<file path="src/rtl/prepare_eng_ctrl_pipe.sv">
// rtl/prepare_eng_ctrl_pipe.sv - control FSM for the VR PREPARE engine with pipelined log writes
//
// Purpose:
//   Accepts PREPARE metadata/request from the manage stage, checks view/op order and log
//   space, starts in-order prepares into the log and answers each with a multi-beat
//   PREPAREOK to UDP. Stale prepares are dropped. Up to MAX_INFLIGHT log writes may be
//   outstanding; SYNC_REPLY holds the reply until every outstanding write is durable.
//
// Ports:
//   clk, rst_n                      clock, synchronous active-low reset
//   manage_prep_msg_val/req_val     metadata valid / request data available
//   prep_manage_msg_rdy             metadata accept pulse
//   ctrl_datap_store_info           datapath latches metadata (in READY)
//   datap_ctrl_prep_ok/log_has_space  order check and log space from datapath
//   prep_vr_state_wr_req            op-num update pulse
//   start_req_ingest                log write start pulse
//   log_write_done                  one pulse per completed log write
//   drop_req / drop_done            request discard handshake
//   prep_to_udp_meta_val / to_udp_prep_meta_rdy   PREPAREOK metadata handshake
//   prep_to_udp_data_val/_last, prep_beat_idx, to_udp_prep_data_rdy   PREPAREOK data beats
//   inflight_cnt                    outstanding log writes
//   prep_engine_rdy / prep_engine_idle            engine status

module prepare_eng_ctrl_pipe #(
   parameter int  PREPOK_BEATS = 2,
   parameter int  MAX_INFLIGHT = 4,
   parameter bit  SYNC_REPLY   = 1'b0,
   localparam int BEAT_W       = (PREPOK_BEATS > 1) ? $clog2(PREPOK_BEATS) : 1,
   localparam int CNT_W        = $clog2(MAX_INFLIGHT + 1)
) (
   input  logic              clk,
   input  logic              rst_n,
   input  logic              manage_prep_msg_val,
   output logic              prep_manage_msg_rdy,
   input  logic              manage_prep_req_val,
   output logic              ctrl_datap_store_info,
   input  logic              datap_ctrl_prep_ok,
   input  logic              datap_ctrl_log_has_space,
   output logic              prep_vr_state_wr_req,
   output logic              start_req_ingest,
   input  logic              log_write_done,
   output logic              drop_req,
   input  logic              drop_done,
   output logic              prep_to_udp_meta_val,
   input  logic              to_udp_prep_meta_rdy,
   output logic              prep_to_udp_data_val,
   output logic              prep_to_udp_data_last,
   output logic [BEAT_W-1:0] prep_beat_idx,
   input  logic              to_udp_prep_data_rdy,
   output logic [CNT_W-1:0]  inflight_cnt,
   output logic              prep_engine_rdy,
   output logic              prep_engine_idle
);

   typedef enum logic [2:0] {
      S_READY,
      S_HANDLE_OP,
      S_WAIT_SPACE,
      S_WAIT_LOG,
      S_SEND_META,
      S_SEND_DATA,
      S_DROP
   } state_t;

   localparam logic [CNT_W-1:0]  MAX_CNT   = CNT_W'(MAX_INFLIGHT);
   localparam logic [BEAT_W-1:0] LAST_BEAT = BEAT_W'(PREPOK_BEATS - 1);

   state_t            state;
   state_t            state_nxt;
   logic [BEAT_W-1:0] beat;
   logic [CNT_W-1:0]  cnt;
   logic              can_accept;
   logic              done_eff;
   logic              last_beat;

   assign can_accept = (cnt < MAX_CNT);
   // A completion with nothing outstanding (e.g. a write started before reset) is ignored.
   assign done_eff   = log_write_done && (cnt != '0);
   assign last_beat  = (beat == LAST_BEAT);

   always_comb begin
      state_nxt             = state;
      prep_manage_msg_rdy   = 1'b0;
      ctrl_datap_store_info = 1'b0;
      prep_vr_state_wr_req  = 1'b0;
      start_req_ingest      = 1'b0;
      drop_req              = 1'b0;
      prep_to_udp_meta_val  = 1'b0;
      prep_to_udp_data_val  = 1'b0;
      case (state)
         S_READY: begin
            ctrl_datap_store_info = 1'b1;
            if (manage_prep_msg_val && manage_prep_req_val && can_accept) begin
               prep_manage_msg_rdy = 1'b1;
               state_nxt           = S_HANDLE_OP;
            end
         end
         S_HANDLE_OP, S_WAIT_SPACE: begin
            if ((state == S_HANDLE_OP) && !datap_ctrl_prep_ok) begin
               state_nxt = S_DROP;
            end else if (!datap_ctrl_log_has_space) begin
               state_nxt = S_WAIT_SPACE;
            end else begin
               prep_vr_state_wr_req = 1'b1;
               start_req_ingest     = 1'b1;
               state_nxt            = SYNC_REPLY ? S_WAIT_LOG : S_SEND_META;
            end
         end
         S_WAIT_LOG: begin
            // The count already includes the write started for this prepare.
            if (cnt == '0) state_nxt = S_SEND_META;
         end
         S_SEND_META: begin
            prep_to_udp_meta_val = 1'b1;
            if (to_udp_prep_meta_rdy) state_nxt = S_SEND_DATA;
         end
         S_SEND_DATA: begin
            prep_to_udp_data_val = 1'b1;
            if (to_udp_prep_data_rdy && last_beat) state_nxt = S_READY;
         end
         S_DROP: begin
            drop_req = 1'b1;
            if (drop_done) state_nxt = S_READY;
         end
         default: state_nxt = S_READY;
      endcase
   end

   always_ff @(posedge clk) begin
      if (!rst_n) begin
         state <= S_READY;
         beat  <= '0;
         cnt   <= '0;
      end else begin
         state <= state_nxt;
         case ({start_req_ingest, done_eff})
            2'b10:   cnt <= cnt + CNT_W'(1);
            2'b01:   cnt <= cnt - CNT_W'(1);
            default: cnt <= cnt;
         endcase
         if (state == S_SEND_META) begin
            beat <= '0;
         end else if ((state == S_SEND_DATA) && to_udp_prep_data_rdy) begin
            beat <= last_beat ? '0 : beat + BEAT_W'(1);
         end
      end
   end

   assign prep_to_udp_data_last = (state == S_SEND_DATA) && last_beat;
   assign prep_beat_idx         = beat;
   assign inflight_cnt          = cnt;
   assign prep_engine_rdy       = (state == S_READY) && can_accept;
   assign prep_engine_idle      = (state == S_READY) && (cnt == '0);

endmodule

</file>
<file path="config.mk">
export PLATFORM = sky130hd
export DESIGN_NAME = prepare_eng_ctrl_pipe
export DESIGN_NICKNAME = d
export VERILOG_FILES = /design/src/rtl/prepare_eng_ctrl_pipe.sv
export SDC_FILE = /design/constraint.sdc
export NUM_CORES = 1
export LEC_CHECK = 0
export ABC_AREA = 1
export CAP_MARGIN = 10
export CELL_PAD_IN_SITES_DETAIL_PLACEMENT = 0
export CELL_PAD_IN_SITES_GLOBAL_PLACEMENT = 1
export CORE_MARGIN = 5
export CORE_UTILIZATION = 25
export CTS_BUF_LIST = sky130_fd_sc_hd__clkbuf_8
export DETAILED_ROUTE_END_ITERATION = 10
export HOLD_SLACK_MARGIN = 0.1
export PLACE_DENSITY = 0.77
export RECOVER_POWER = 100
export SYNTH_ARGS = -nofsm -noshare
export SYNTH_HDL_FRONTEND = slang
export SYNTH_SLANG_ARGS = --single-unit
export TNS_END_PERCENT = 50
</file>
<file path="constraint.sdc">
create_clock -name clk -period 1.9 [get_ports clk]
set_input_delay 0.38 -clock clk [delete_from_list [all_inputs] [get_ports clk]]
set_output_delay 0.38 -clock clk [all_outputs]
set_load 0.005 [all_outputs]
</file>
======== Word level (Yosys, flattened, before mapping) ========
Index checks and enable logic that the tools add are counted.
storage, ports and cells
  register bits ........................... 7
  input bits .............................. 10
  output and inout bits ................... 14
cells by class
  add/sub/neg operators ................... 3
  $lt $le $gt $ge ......................... 1
  equal/unequal tests ..................... 13
  mux-type cells .......................... 19
  bitwise gates (word level) .............. 1
  reduce and logical (&&, ||, !) cells .... 17
operators with widths
  operator               count
  $mux W3                7
  $pmux W3 S6            1
  $mux W1                10
  $ne A2 B2 Y1 const B   5
  $eq A3 B3 Y1 const B   3
  $logic_and A1 B1 Y1    9
  $eq A3 B2 Y1 const B   2
  $logic_not A3 Y1       2
  $pmux W3 S2            1
  $reduce_and A5 Y1      1
  $reduce_or A2 Y1       2
  $add A3 B1 Y3 const B  1
  $eq A3 B1 Y1 const B   1
  $lt A3 B3 Y1 const B   1
  $reduce_bool A3 Y1     1
  $sub A3 B1 Y3 const B  1
  $eq A2 B1 Y1 const B   1
  $eq A2 B2 Y1 const B   1
  $reduce_bool A2 Y1     1
  $add A1 B1 Y1 const B  1
  $logic_not A1 Y1       1
  $not A1 Y1             1

======== Depth between registers and ports, before layout ========
Gate-level depths: netlist (run 1).
  depth after elaboration ................. 6
  depth in mapped cells ................... 11
  depth with buffers taken out ............ 11

======== Worst setup path before layout (run 1) ========
No wires, ideal clock.
  path kind ............................... register to register
  start point ............................. reg state[0]
  end point ............................... reg cnt[2] (netlist: inflight_cnt[2])
  arrival time ............................ 1.709 ns
  path slack .............................. 0.069 ns
  cell stages (with the launch flop) ...... 12
  buffers on the path ..................... 0
  period minus slack after synthesis ...... 1.831 ns
  cells stage by stage .................... dfxtp_1 inv_2 nor2_2 nand3_1 nand3_1 ha_1 inv_1 fa_1 a21oi_1 o21ai_0 o21ai_0 a21oi_1
between the ends
  word-level cells in the longest chain between the ends .. 6
RTL lines
  element                                            RTL line  RTL
  start: declaration                                 68        state_t state;
  start signal: assignment                           135       state <= state_nxt;
  $eq A3 B1 Y1                                       90, 99
  $logic_and A1 B1 Y1                                99        if ((state == S_HANDLE_OP) && !datap_ctrl_prep_ok) begin
  $mux W1                                            99
  $mux W1 (*)                                        90        case (state)
  $eq A2 B1 Y1 or $eq A2 B2 Y1 (tied branches)       136       case ({start_req_ingest, done_eff})
  $pmux W3 S2 or $reduce_bool A2 Y1 (tied branches)  --
  end signal: assignment                             137       2'b10: cnt <= cnt + CNT_W'(1);
  end signal: assignment                             138       2'b01: cnt <= cnt - CNT_W'(1);
  end signal: assignment                             139       default: cnt <= cnt;
  end: declaration                                   71        logic [CNT_W-1:0] cnt;
Every way passes the cells marked *; elsewhere a longest branch is shown, timed or not.
A chain may end at the register's enable or synchronous reset.

======== Worst setup path after layout (run 1) ========
  start point ............................. reg state[1]
  end point ............................... out prep_to_udp_meta_val
between the ends
  word-level cells in the longest chain between the ends .. 2
RTL lines
  element           RTL line  RTL
  $eq A3 B3 Y1      90
  $mux W1           90
  end: declaration  44        output logic prep_to_udp_meta_val,
Every way passes these cells.

==> flow_metrics.env, run 1 <==
export IMPL_status="finished clean"
export IMPL_nFillCells=227
export IMPL_first_global_vias=649
export IMPL_worstSetupPathType="reg2out"
export IMPL_die_area_mm2=0.00326
export IMPL_viasPerCell=4.30
export IMPL_routedWlPerCell_um=10.4
export IMPL_drc=0
export IMPL_gp_congestion=0.770
export IMPL_irDropWorstVdd_mv=0.667
export IMPL_clkSinkCount=7
export IMPL_fin_util=0.478
export IMPL_crit_fanout=5
export IMPL_synth_area_leader_cell="dfxtp_1"
export IMPL_slew_violations=0
export IMPL_cts_max_level=1
export IMPL_grt_max_degree=6
export IMPL_grt_use_total=0.101
export IMPL_max_slew_margin=0.877
export IMPL_holdWs_ns=0.509
export IMPL_synth_top_cell_area_share=0.253
export IMPL_holdBufCountCts=0
export IMPL_yosys_warnings=0
export IMPL_dpl_cell_area_um2=891
export IMPL_synth_avg_cell_area_um2=6.16
export IMPL_powerDensity_mw_per_mm2=1250
export IMPL_fin_crit_sh=0.987
export IMPL_antenna_found_initial=0
export IMPL_reg2reg_depth=11
export IMPL_min_period_ns=1.87
export IMPL_ios=24
export IMPL_power_leakage_nw=0.514
export IMPL_tns_ns=0
export IMPL_drtIter0Drc=9
export IMPL_maxCapViolCount=0
export IMPL_numPlacedInstances=151
export IMPL_clkTransAtPathRegs_ns=0.04
export IMPL_clk_path_buf_depth=2
export IMPL_io_buffer_count=23
export IMPL_root_buffer="clkbuf_8"
export IMPL_synth_distinct_cells=20
export IMPL_drive_above_1_share=0.382
export IMPL_area_delta_synth_final_pct=86.9
export IMPL_fp_dieW_um=57.1
export IMPL_power_mw=1.29
export IMPL_synth_most_common_cell="nand2_1"
export IMPL_synth_edff_count=0
export IMPL_synthTopCellsByCount="nand2_1, nor2_1, inv_1"
export IMPL_pre_cts_slack_ns=-0.346
export IMPL_syn_area_um2=554
export IMPL_core_area_mm2=0.00217
export IMPL_hold_viol=0
export IMPL_dr_pass1_iters=4
export IMPL_grt_overflow=0
export IMPL_async_flop_share=0
export IMPL_rsz0062_at_grt="true"
export IMPL_synth_fp_nets=102
export IMPL_nets=144
export IMPL_cp_end_kind="output port"
export IMPL_grt_pass1_wl_um=2610
export IMPL_rows=17
export IMPL_die_h_um=57.1
export IMPL_worstSkewPairLatency_ns=0.23
export IMPL_hold_class="reg2reg"
export IMPL_synth_seq_cells=7
export IMPL_instances_no_fill=159
export IMPL_place_hpwl_um=1240
export IMPL_ys_seq_area_frac=0.253
export IMPL_synth_area_top_cells="dfxtp_1, nand2_1, nor2_1, inv_1, nor2_2"
export IMPL_initial_core_util=0.255
export IMPL_min_path_cells=2
export IMPL_crit_path_start_kind="flip-flop"
export IMPL_syn_instance_count=90
export IMPL_wirelength_um=1660
export IMPL_num_vias=683
export IMPL_worst_slew_pin_slew_ns=0.184
export IMPL_fmax_mhz=533
export IMPL_worst_ep_required_time_ns=1.52
export IMPL_postRouteAntennaNets=0
export IMPL_fin_area_mm2=0.00104
export IMPL_cts_buffers_inserted=3
export IMPL_fin_ws_ns=0.0251
export IMPL_setup_viol=0
export IMPL_diodes=0
export IMPL_synthFlopType="dfxtp_1"
export IMPL_crit_arrival_ns=1.49
export IMPL_finClkSkew_ns=0.00115
export IMPL_cts_tree="done"
cell families (layout without fill, tap and decap cells):
kind of cell	after synthesis	after routing	share of synthesized area
and+or+nand+nor	52	52	0.436
adders and majority gates	2	2	0.0587
buffers and inverters	18	59	0.142
DFF	7	7	0.253
AOI/OAI and AO/OA	11	11	0.111
final cells by class:
class	count	area (um^2)	area share
Timing Repair Buffer	39	354	0.342
Tap cell	28	35.0	0.0338
Sequential cell	7	149	0.144
Multi-Input combinational cell	65	393	0.379
Clock buffer	3	41.3	0.0399
Inverter	16	60.1	0.0580
Clock inverter	1	3.75	0.00362
report_power, final:
group | internal (mW) | switching (mW) | leakage [nW] | total, mW
Sequential | 0.198 | 0.0518 | 0.0589 | 0.250
Combinational | 0.420 | 0.413 | 0.428 | 0.833
Clock | 0.140 | 0.0712 | 0.0269 | 0.211
Total | 0.758 | 0.536 | 0.514 | 1.29
critical path, stage by stage (launching register included):
cell	delay, ns
dfxtp_4	0.36
buf_4	0.13
inv_2	0.05
nand2_2	0.09
nor2_4	0.12
clkdlybuf4s50_1	0.51
flip-flops by register name, indices dropped and copies added (netlist names):
register and flops:
state 3, inflight_cnt 3, prep_beat_idx 1
per-layer routing:
layer / part of all wire / global-route usage / wire [um]
met5: 0 / 0 / 0
met4: 0.0090 / 0.0199 / 15
met3: 0.078 / 0.0520 / 129
met1: 0.43 / 0.116 / 708
met2: 0.49 / 0.170 / 806
timing repair:
item | CTS | global route
gates resized for setup | 13 | 21
setup endpoints to repair | 8 | 7
setup buffers | 0 | 4
pin swaps | 1 | 7
layout by cell type, fill, tap and decap left out:
cell and instances:
dlymetal6s2s_1 4, o21ai_1 1, nor3_4 1, dfxtp_2 1, clkbuf_8 3, fa_2 1
a21oi_1 4, inv_2 7, o21ai_2 1, nor2_1 12, nand2_1 19, clkdlybuf4s50_1 14
a21oi_2 1, a31oi_1 1, nor2_2 5, a211oi_1 1, buf_4 16, o21ai_0 1
inv_1 10, dfxtp_1 4, nor2_4 4, nor3_1 1, nand3_2 3, nand3_1 4
ha_2 1, dlygate4sd2_1 5, a21boi_2 1, nand2_2 3, dfxtp_4 2
final timing paths:
| kind | endpoint | slack, ns | start |
|---|---|---|---|
| max | prep_to_udp_meta_val | 0.03 | state[1] |
| min | prep_beat_idx | 0.51 | prep_beat_idx |
| max reg2reg | inflight_cnt[2] | 0.06 | state[0] |
| min reg2reg | prep_beat_idx | 0.51 | prep_beat_idx |
Power figures use the tool's default switching activity.
==> run 2, diff against run 1 <==
--- a/config.mk
+++ b/config.mk
@@ -16,6 +16,7 @@
 export HOLD_SLACK_MARGIN = 0.1
 export PLACE_DENSITY = 0.77
 export RECOVER_POWER = 100
+export SLEW_MARGIN = 20
 export SYNTH_ARGS = -nofsm -noshare
 export SYNTH_HDL_FRONTEND = slang
 export SYNTH_SLANG_ARGS = --single-unit
==> results of run 2 <==
Same layout as run 1: the final DEF is identical, and so are final timing and power.
